### config.mk
export PLATFORM = sky130hd
export DESIGN_NAME = block_feeder
export DESIGN_NICKNAME = d
export VERILOG_FILES = /design/src/rtl/block_feeder.sv
export SDC_FILE = /design/constraint.sdc
export NUM_CORES = 1
export LEC_CHECK = 0
export BUFFER_PORTS_ARGS = -buffer_cell sky130_fd_sc_hd__buf_2
export CAP_MARGIN = 20
export CORE_MARGIN = 5
export CORE_UTILIZATION = 56
export CTS_BUF_LIST = sky130_fd_sc_hd__clkbuf_4 sky130_fd_sc_hd__clkbuf_8 sky130_fd_sc_hd__clkbuf_16
export CTS_CLUSTER_DIAMETER = 40
export DETAILED_ROUTE_END_ITERATION = 10
export HOLD_SLACK_MARGIN = 0.1
export PLACE_DENSITY_LB_ADDON = 0.12
export SLEW_MARGIN = 20
export SYNTH_ARGS = -nofsm -noshare
export SYNTH_HDL_FRONTEND = slang
export SYNTH_SLANG_ARGS = --single-unit
### constraint.sdc
create_clock -name clk_in -period 4.44 [get_ports clk_in]
set_input_delay 1.11 -clock clk_in [delete_from_list [all_inputs] [get_ports clk_in]]
set_output_delay 1.11 -clock clk_in [all_outputs]
set_load 0.01 [all_outputs]
### src/rtl/block_feeder.sv
// Beatmap scanner: once per frame it streams in-window block descriptors to the
// renderer and permanently retires entries whose hit time has already passed.
module block_feeder #(
  parameter int unsigned NUM_BLOCKS  = 64,
  parameter int unsigned ADDR_W      = 6,
  parameter int unsigned MEM_LATENCY = 2,
  parameter int unsigned WINDOW      = 4096,
  parameter int unsigned MAX_EMIT    = 8
) (
  input  logic              clk_in,
  input  logic              rst_in,
  input  logic              frame_start_in,
  input  logic [17:0]       curr_time,
  output logic [ADDR_W-1:0] mem_addr_out,
  input  logic [47:0]       mem_data_in,
  output logic [11:0]       block_x,
  output logic [11:0]       block_y,
  output logic [13:0]       block_z,
  output logic              block_color,
  output logic [2:0]        block_direction,
  output logic              block_visible,
  input  logic              block_ready_in,
  output logic              frame_done_out,
  output logic              busy_out,
  output logic [ADDR_W:0]   scan_base_out
);

  localparam int unsigned IDX_W  = ADDR_W + 1;
  localparam int unsigned CNT_W  = $clog2(MAX_EMIT + 1);
  localparam int unsigned WCNT_W = (MEM_LATENCY > 1) ? $clog2(MEM_LATENCY) : 1;
  localparam int unsigned ENT_W  = 46;
  localparam logic signed [18:0] WIN_S = 19'(WINDOW);

  typedef enum logic [2:0] {
    S_IDLE,
    S_READ,
    S_WAIT,
    S_CHECK,
    S_EMIT,
    S_DONE
  } state_e;

  state_e              state_q, state_d;
  logic [IDX_W-1:0]    idx_q, idx_d;
  logic [IDX_W-1:0]    scan_base_q, scan_base_d;
  logic [CNT_W-1:0]    emit_cnt_q, emit_cnt_d;
  logic [WCNT_W-1:0]   wait_cnt_q, wait_cnt_d;
  logic [17:0]         t_q, t_d;
  logic [ENT_W-1:0]    entry_q, entry_d;
  logic [ADDR_W-1:0]   addr_q, addr_d;
  logic [11:0]         x_q, x_d;
  logic [11:0]         y_q, y_d;
  logic [13:0]         z_q, z_d;
  logic                color_q, color_d;
  logic [2:0]          dir_q, dir_d;
  logic                visible_q, visible_d;
  logic                done_q, done_d;
  logic                busy_q, busy_d;

  logic [17:0]         hit_c;
  logic signed [18:0]  diff_c;
  logic [IDX_W-1:0]    idx_inc_c;
  logic                last_c;
  logic [CNT_W-1:0]    emit_inc_c;
  logic                unused_c;

  // Captured entry keeps bits [47:2]; the two spare bits carry nothing.
  assign unused_c   = ^mem_data_in[1:0];
  assign hit_c      = entry_q[45:28];
  assign diff_c     = $signed({1'b0, hit_c}) - $signed({1'b0, t_q});
  assign idx_inc_c  = idx_q + IDX_W'(1);
  assign last_c     = (idx_inc_c == IDX_W'(NUM_BLOCKS));
  assign emit_inc_c = emit_cnt_q + CNT_W'(1);

  always_ff @(posedge clk_in) begin
    if (!rst_in) begin
      state_q     <= S_IDLE;
      idx_q       <= '0;
      scan_base_q <= '0;
      emit_cnt_q  <= '0;
      wait_cnt_q  <= '0;
      t_q         <= '0;
      entry_q     <= '0;
      addr_q      <= '0;
      x_q         <= '0;
      y_q         <= '0;
      z_q         <= '0;
      color_q     <= 1'b0;
      dir_q       <= '0;
      visible_q   <= 1'b0;
      done_q      <= 1'b0;
      busy_q      <= 1'b0;
    end else begin
      state_q     <= state_d;
      idx_q       <= idx_d;
      scan_base_q <= scan_base_d;
      emit_cnt_q  <= emit_cnt_d;
      wait_cnt_q  <= wait_cnt_d;
      t_q         <= t_d;
      entry_q     <= entry_d;
      addr_q      <= addr_d;
      x_q         <= x_d;
      y_q         <= y_d;
      z_q         <= z_d;
      color_q     <= color_d;
      dir_q       <= dir_d;
      visible_q   <= visible_d;
      done_q      <= done_d;
      busy_q      <= busy_d;
    end
  end

  // Scan sequencing: every entry goes READ -> WAIT -> CHECK, then EMIT or skip.
  always_comb begin
    state_d     = state_q;
    idx_d       = idx_q;
    scan_base_d = scan_base_q;
    emit_cnt_d  = emit_cnt_q;
    wait_cnt_d  = wait_cnt_q;
    t_d         = t_q;
    entry_d     = entry_q;
    addr_d      = addr_q;
    x_d         = x_q;
    y_d         = y_q;
    z_d         = z_q;
    color_d     = color_q;
    dir_d       = dir_q;
    visible_d   = visible_q;

    case (state_q)
      S_IDLE: begin
        if (frame_start_in) begin
          t_d        = curr_time;
          idx_d      = scan_base_q;
          emit_cnt_d = '0;
          if (scan_base_q == IDX_W'(NUM_BLOCKS)) begin
            state_d = S_DONE;
          end else begin
            state_d = S_READ;
            addr_d  = scan_base_q[ADDR_W-1:0];
          end
        end
      end
      S_READ: begin
        wait_cnt_d = '0;
        state_d    = S_WAIT;
      end
      S_WAIT: begin
        if (wait_cnt_q == WCNT_W'(MEM_LATENCY - 1)) begin
          entry_d = mem_data_in[47:2];
          state_d = S_CHECK;
        end else begin
          wait_cnt_d = wait_cnt_q + WCNT_W'(1);
        end
      end
      S_CHECK: begin
        if (diff_c[18]) begin
          // Only a contiguous run of passed entries from the base is retired.
          if (idx_q == scan_base_q) begin
            scan_base_d = scan_base_q + IDX_W'(1);
          end
          idx_d = idx_inc_c;
          if (last_c) begin
            state_d = S_DONE;
          end else begin
            state_d = S_READ;
            addr_d  = idx_inc_c[ADDR_W-1:0];
          end
        end else if (diff_c <= WIN_S) begin
          x_d       = entry_q[27:16];
          y_d       = entry_q[15:4];
          z_d       = diff_c[13:0];
          color_d   = entry_q[3];
          dir_d     = entry_q[2:0];
          visible_d = 1'b1;
          state_d   = S_EMIT;
        end else begin
          state_d = S_DONE;
        end
      end
      S_EMIT: begin
        if (visible_q && block_ready_in) begin
          visible_d  = 1'b0;
          emit_cnt_d = emit_inc_c;
          idx_d      = idx_inc_c;
          if ((emit_inc_c == CNT_W'(MAX_EMIT)) || last_c) begin
            state_d = S_DONE;
          end else begin
            state_d = S_READ;
            addr_d  = idx_inc_c[ADDR_W-1:0];
          end
        end
      end
      S_DONE: begin
        state_d = S_IDLE;
      end
      default: begin
        state_d = S_IDLE;
      end
    endcase

    done_d = (state_d == S_DONE);
    busy_d = (state_d != S_IDLE);
  end

  assign mem_addr_out    = addr_q;
  assign block_x         = x_q;
  assign block_y         = y_q;
  assign block_z         = z_q;
  assign block_color     = color_q;
  assign block_direction = dir_q;
  assign block_visible   = visible_q;
  assign frame_done_out  = done_q;
  assign busy_out        = busy_q;
  assign scan_base_out   = scan_base_q;

endmodule

==> out/results.md <==
| Metric | Reported | Unit |
|---|---|---|
| Outcome | completed | - |
| Via/cell ratio | 5.380 | - |
| Remaining antenna violation count after routing | 0 | - |
| Overall die area | 14530 | um2 |
| Count of flip-flops with a built-in enable after synthesis | 0 | - |
| Most common cell in the synthesized netlist | sky130_fd_sc_hd__nand2_1 | - |
| Placeable core region | 12010 | um2 |
| Post-layout util | 67.45 | % |
| TNS Setup | 0 | ns |
| Pwr dens | 417.6 | nW/um2 |
| Largest voltage drop on the vdd net | 383.9 | uV |
| Synthesized cell area | 6843 | um2 |
| CP Cell Sequence | inv_1 > ha_1 > fa_1 > nand2b_1 > a211oi_2 > nor2_1 > o41ai_4 > xnor2_1 > o2111ai_1 > nor4_4 > buf_12 > mux2_1 | - |
| Final Total Pwr | 3.383 | mW |
| Max Root-Sink Buffers | 2 | - |
| Port Buffers | 125 | - |
| Number of top-level design ports | 128 | - |
| Number of nets in the finished design | 1051 | - |
| Worst max-slew margin expressed relative to the limit | 31.62 | % |
| Static Leakage | 3.402 | nW |
| Maximum level of the CTS H-tree | 4 | - |
| Clock net sink count | 137 | - |
| Maximum fanout along the worst path | 42 | - |
| Sum of routed wire length over all layers | 15730 | um |
| Wire length of the first global-routing pass | 25850 | um |
| Post-synthesis async set-or-reset flop share | 0 | % |
| Minimum clock period after layout | 3.760 | ns |
| FILL cells | 1050 | - |
| Worst path required time | 4.74 | ns |
| Transition at the pin with the smallest max-transition slack | 1.024 | ns |
| TritonCTS clock tree | done | - |
| R2r startpoint | entry_q[28] | - |
| Kind of critical path | flip-flop to flip-flop | - |
| Type of destination of the critical path | flip-flop | - |
| Yosys cell types | 64 | - |
| Final Hold Viols | 0 | - |
| Critical path's slowest cell | sky130_fd_sc_hd__o41ai_4 | - |
| Total non-filler cell area in the finished layout | 8102 | um2 |
| Buf/Inv on CP | 2 | - |
| Portion of the post-synthesis area used by sequential elements | 40.08 | % |
| Category of the worst setup path launch point | flip-flop | - |
| Fin crit share | 84.68 | % |
| Standard-cell rows | 40 | - |
| Setup repair after global routing missed its margin | no | - |
| Placement Cell Area | 7421 | um2 |
| Share of final-layout standard cells stronger than drive strength 1 | 18.16 | % |
| Die outline height | 120.5 | um |
| Synth area leaders | sky130_fd_sc_hd__dfxtp_1 40%, sky130_fd_sc_hd__nand2_1 14%, sky130_fd_sc_hd__mux2i_1 6.9% | - |
| Starting Density | 56.97 | % |
| Clock transition at the registers of the reported paths | 0.06 | ns |
| DR pass1 iterations | 5 | - |
| Origin of the worst setup path | entry_q[28] | - |
| Estimated wirelength of the detail-placed design | 10710 | um |
| Post-Synthesis Net Count | 959 | - |
| Grt ovf | 0 | - |
| Yosys warning total | 0 | - |
| Floorplan die width | 120.5 | um |
| N_diodes | 0 | - |
| Register cell area after layout | 2743 | um2 |
| Total of cells resized after clock tree synthesis | 0 | - |
| Drt first-iter violations | 325 | - |
| Arr. time, crit path | 4.06 | ns |
| Area share of the leading cell type in the synthesized netlist | 40.08 | % |
| Largest net degree at the start of global routing | 82 | - |
| Hold path startpoint | block_z[13] | - |
| Number of failing setup endpoints in the final timing report | 0 | - |
| Synthesized netlist cell count | 864 | - |
| Worst min-delay path category | flip-flop to flip-flop | - |
| Overall fraction of global-route tracks in use | 21.85 | % |
| Number of buffers added by the clock tree synthesis step | 17 | - |
| Post-synthesis register bit count | 137 | - |
| CTS Hold Bufs | 0 | - |
| Number of maximum-capacitance violations | 0 | - |
| Drt wl/cell | 14.10 | um |
| Largest delay contributor family on the critical path | compound AO/OA/AOI/OAI gates | - |
| Clock insertion delay at the later pin of the skew report | 0.42 | ns |
| Post-Route Skew | 0.008517 | ns |
| Via Count | 6004 | - |
| Mean instance size in the synthesized netlist | 7.920 | um2 |
| GPL Wtd Cong | 0.8272 | - |
| Post-CTS setup-driven buffer insertion count | 0 | - |
| Commonest register cell after synthesis | sky130_fd_sc_hd__dfxtp_1 | - |
| Total count of max-transition violations in the final report | 0 | - |
| Cell taking the most area after synthesis | sky130_fd_sc_hd__dfxtp_1 | - |
| Cell types with the highest counts after synthesis | 249 x sky130_fd_sc_hd__nand2_1, 137 x sky130_fd_sc_hd__dfxtp_1, 91 x sky130_fd_sc_hd__a21oi_1 | - |
| Synthesis-to-finish area growth | 18.39 | % |
| Buffer type at the clock tree root | sky130_fd_sc_hd__clkbuf_16 | - |
| Drt drc | 0 | - |
| Delay contributed by the slowest stage of the critical path | 0.54 | ns |
| Max Fclk | 266.0 | MHz |
| Initial antenna violation count | 0 | - |
| Multi-input combinational cell area | 3702 | um2 |
| Vias in the first global route | 5554 | - |
-- cells by family after synthesis --
logic type / count (synthesis) / share of synthesized area [%]
buffers and inverters: 86 / 6.052
AOI/OAI and AO/OA: 170 / 15.36
xor gates and xnor gates: 27 / 3.456
adders and majority gates: 25 / 4.681
and+or+nand+nor: 370 / 23.17
DFF: 137 / 40.08
muxes: 49 / 7.204
-- through the flow --
step           hold WS, ns  std cells  worst slack, ns
3_5_place_dp        0.4162       1084           0.6794
6_report            0.4258       1116           0.6802
3_3_place_gp        0.4135       1084           0.7226
2_1_floorplan       0.4363        864            1.272
5_1_grt             0.4650       1116           0.4745
4_1_cts             0.4253       1116           0.6657
-- flip-flops by register name (all words and copies together), names as in the netlist --
signal	flops
entry_q	46
t_q	18
block_z	14
block_x	12
block_y	12
idx_q	7
scan_base_out	7
mem_addr_out	6
emit_cnt_q	4
block_direction	3
state_q	3
block_color	1
block_visible	1
busy_out	1
frame_done_out	1
wait_cnt_q	1
-- cell usage in the layout (no fill, tap or decap), drive strengths merged, types with 3 or more instances in the layout --
cell	synthesis	layout
a211oi	4	4
xnor2	13	13
a21boi	3	3
ha	24	24
nand2	249	249
inv	27	28
a31oi	5	5
nor4b	3	3
nand2b	4	4
mux2i	47	47
nand4	8	8
or3	3	3
nand3b	4	4
dfxtp	137	137
bufinv	0	5
nor3	4	4
nor2	46	46
clkbuf	47	22
and3	6	6
buf	12	132
and2	5	5
o21a	3	3
xor2	14	14
nor4	6	6
nand3	21	21
clkinvlp	0	3
a21o	11	11
o21ai	27	27
o21bai	3	3
a21oi	92	92
o31ai	4	4
-- power breakdown --
part	internal [mW]	switching, mW	total, mW
clock	1.07	0.521	1.59
sequential	1.26	0.0242	1.29
combinational	0.196	0.308	0.505
total	2.53	0.853	3.38
-- final timing paths --
check / end / slack, ns / depth (start not counted)
min: block_z[13] / 0.43 / 2
max: block_z[10] / 0.68 / 12
max reg2reg: block_z[10] / 0.68 / 12
min reg2reg: block_z[13] / 0.43 / 2
-- worst min-delay path, stage by stage (launching register included) --
cell                      delay (ns)
sky130_fd_sc_hd__dfxtp_1        0.30
sky130_fd_sc_hd__nand2_1        0.05
sky130_fd_sc_hd__nor2_1         0.03
-- layer usage --
| layer | part of all wire [%] | vias up | global-route usage [%] | wire length (um) |
|---|---|---|---|---|
| met5 | 0 | - | 0 | 0 |
| met4 | 1.9 | 0 | 8.569 | 306 |
| met3 | 5.5 | 26 | 5.426 | 868 |
| met2 | 48 | 147 | 36.05 | 7502 |
| met1 | 45 | 2728 | 27.47 | 7055 |
| li1 | - | 3103 | - | - |
-- layout make-up --
type / count / area share [%]
Clock inverter: 10 / 2.301
Multi-Input combinational cell: 641 / 45.70
Inverter: 27 / 1.251
Tap cell: 147 / 2.270
Sequential cell: 137 / 33.85
Clock buffer: 22 / 6.100
Timing Repair Buffer: 132 / 8.525
Power figures use the tool's default switching activity.
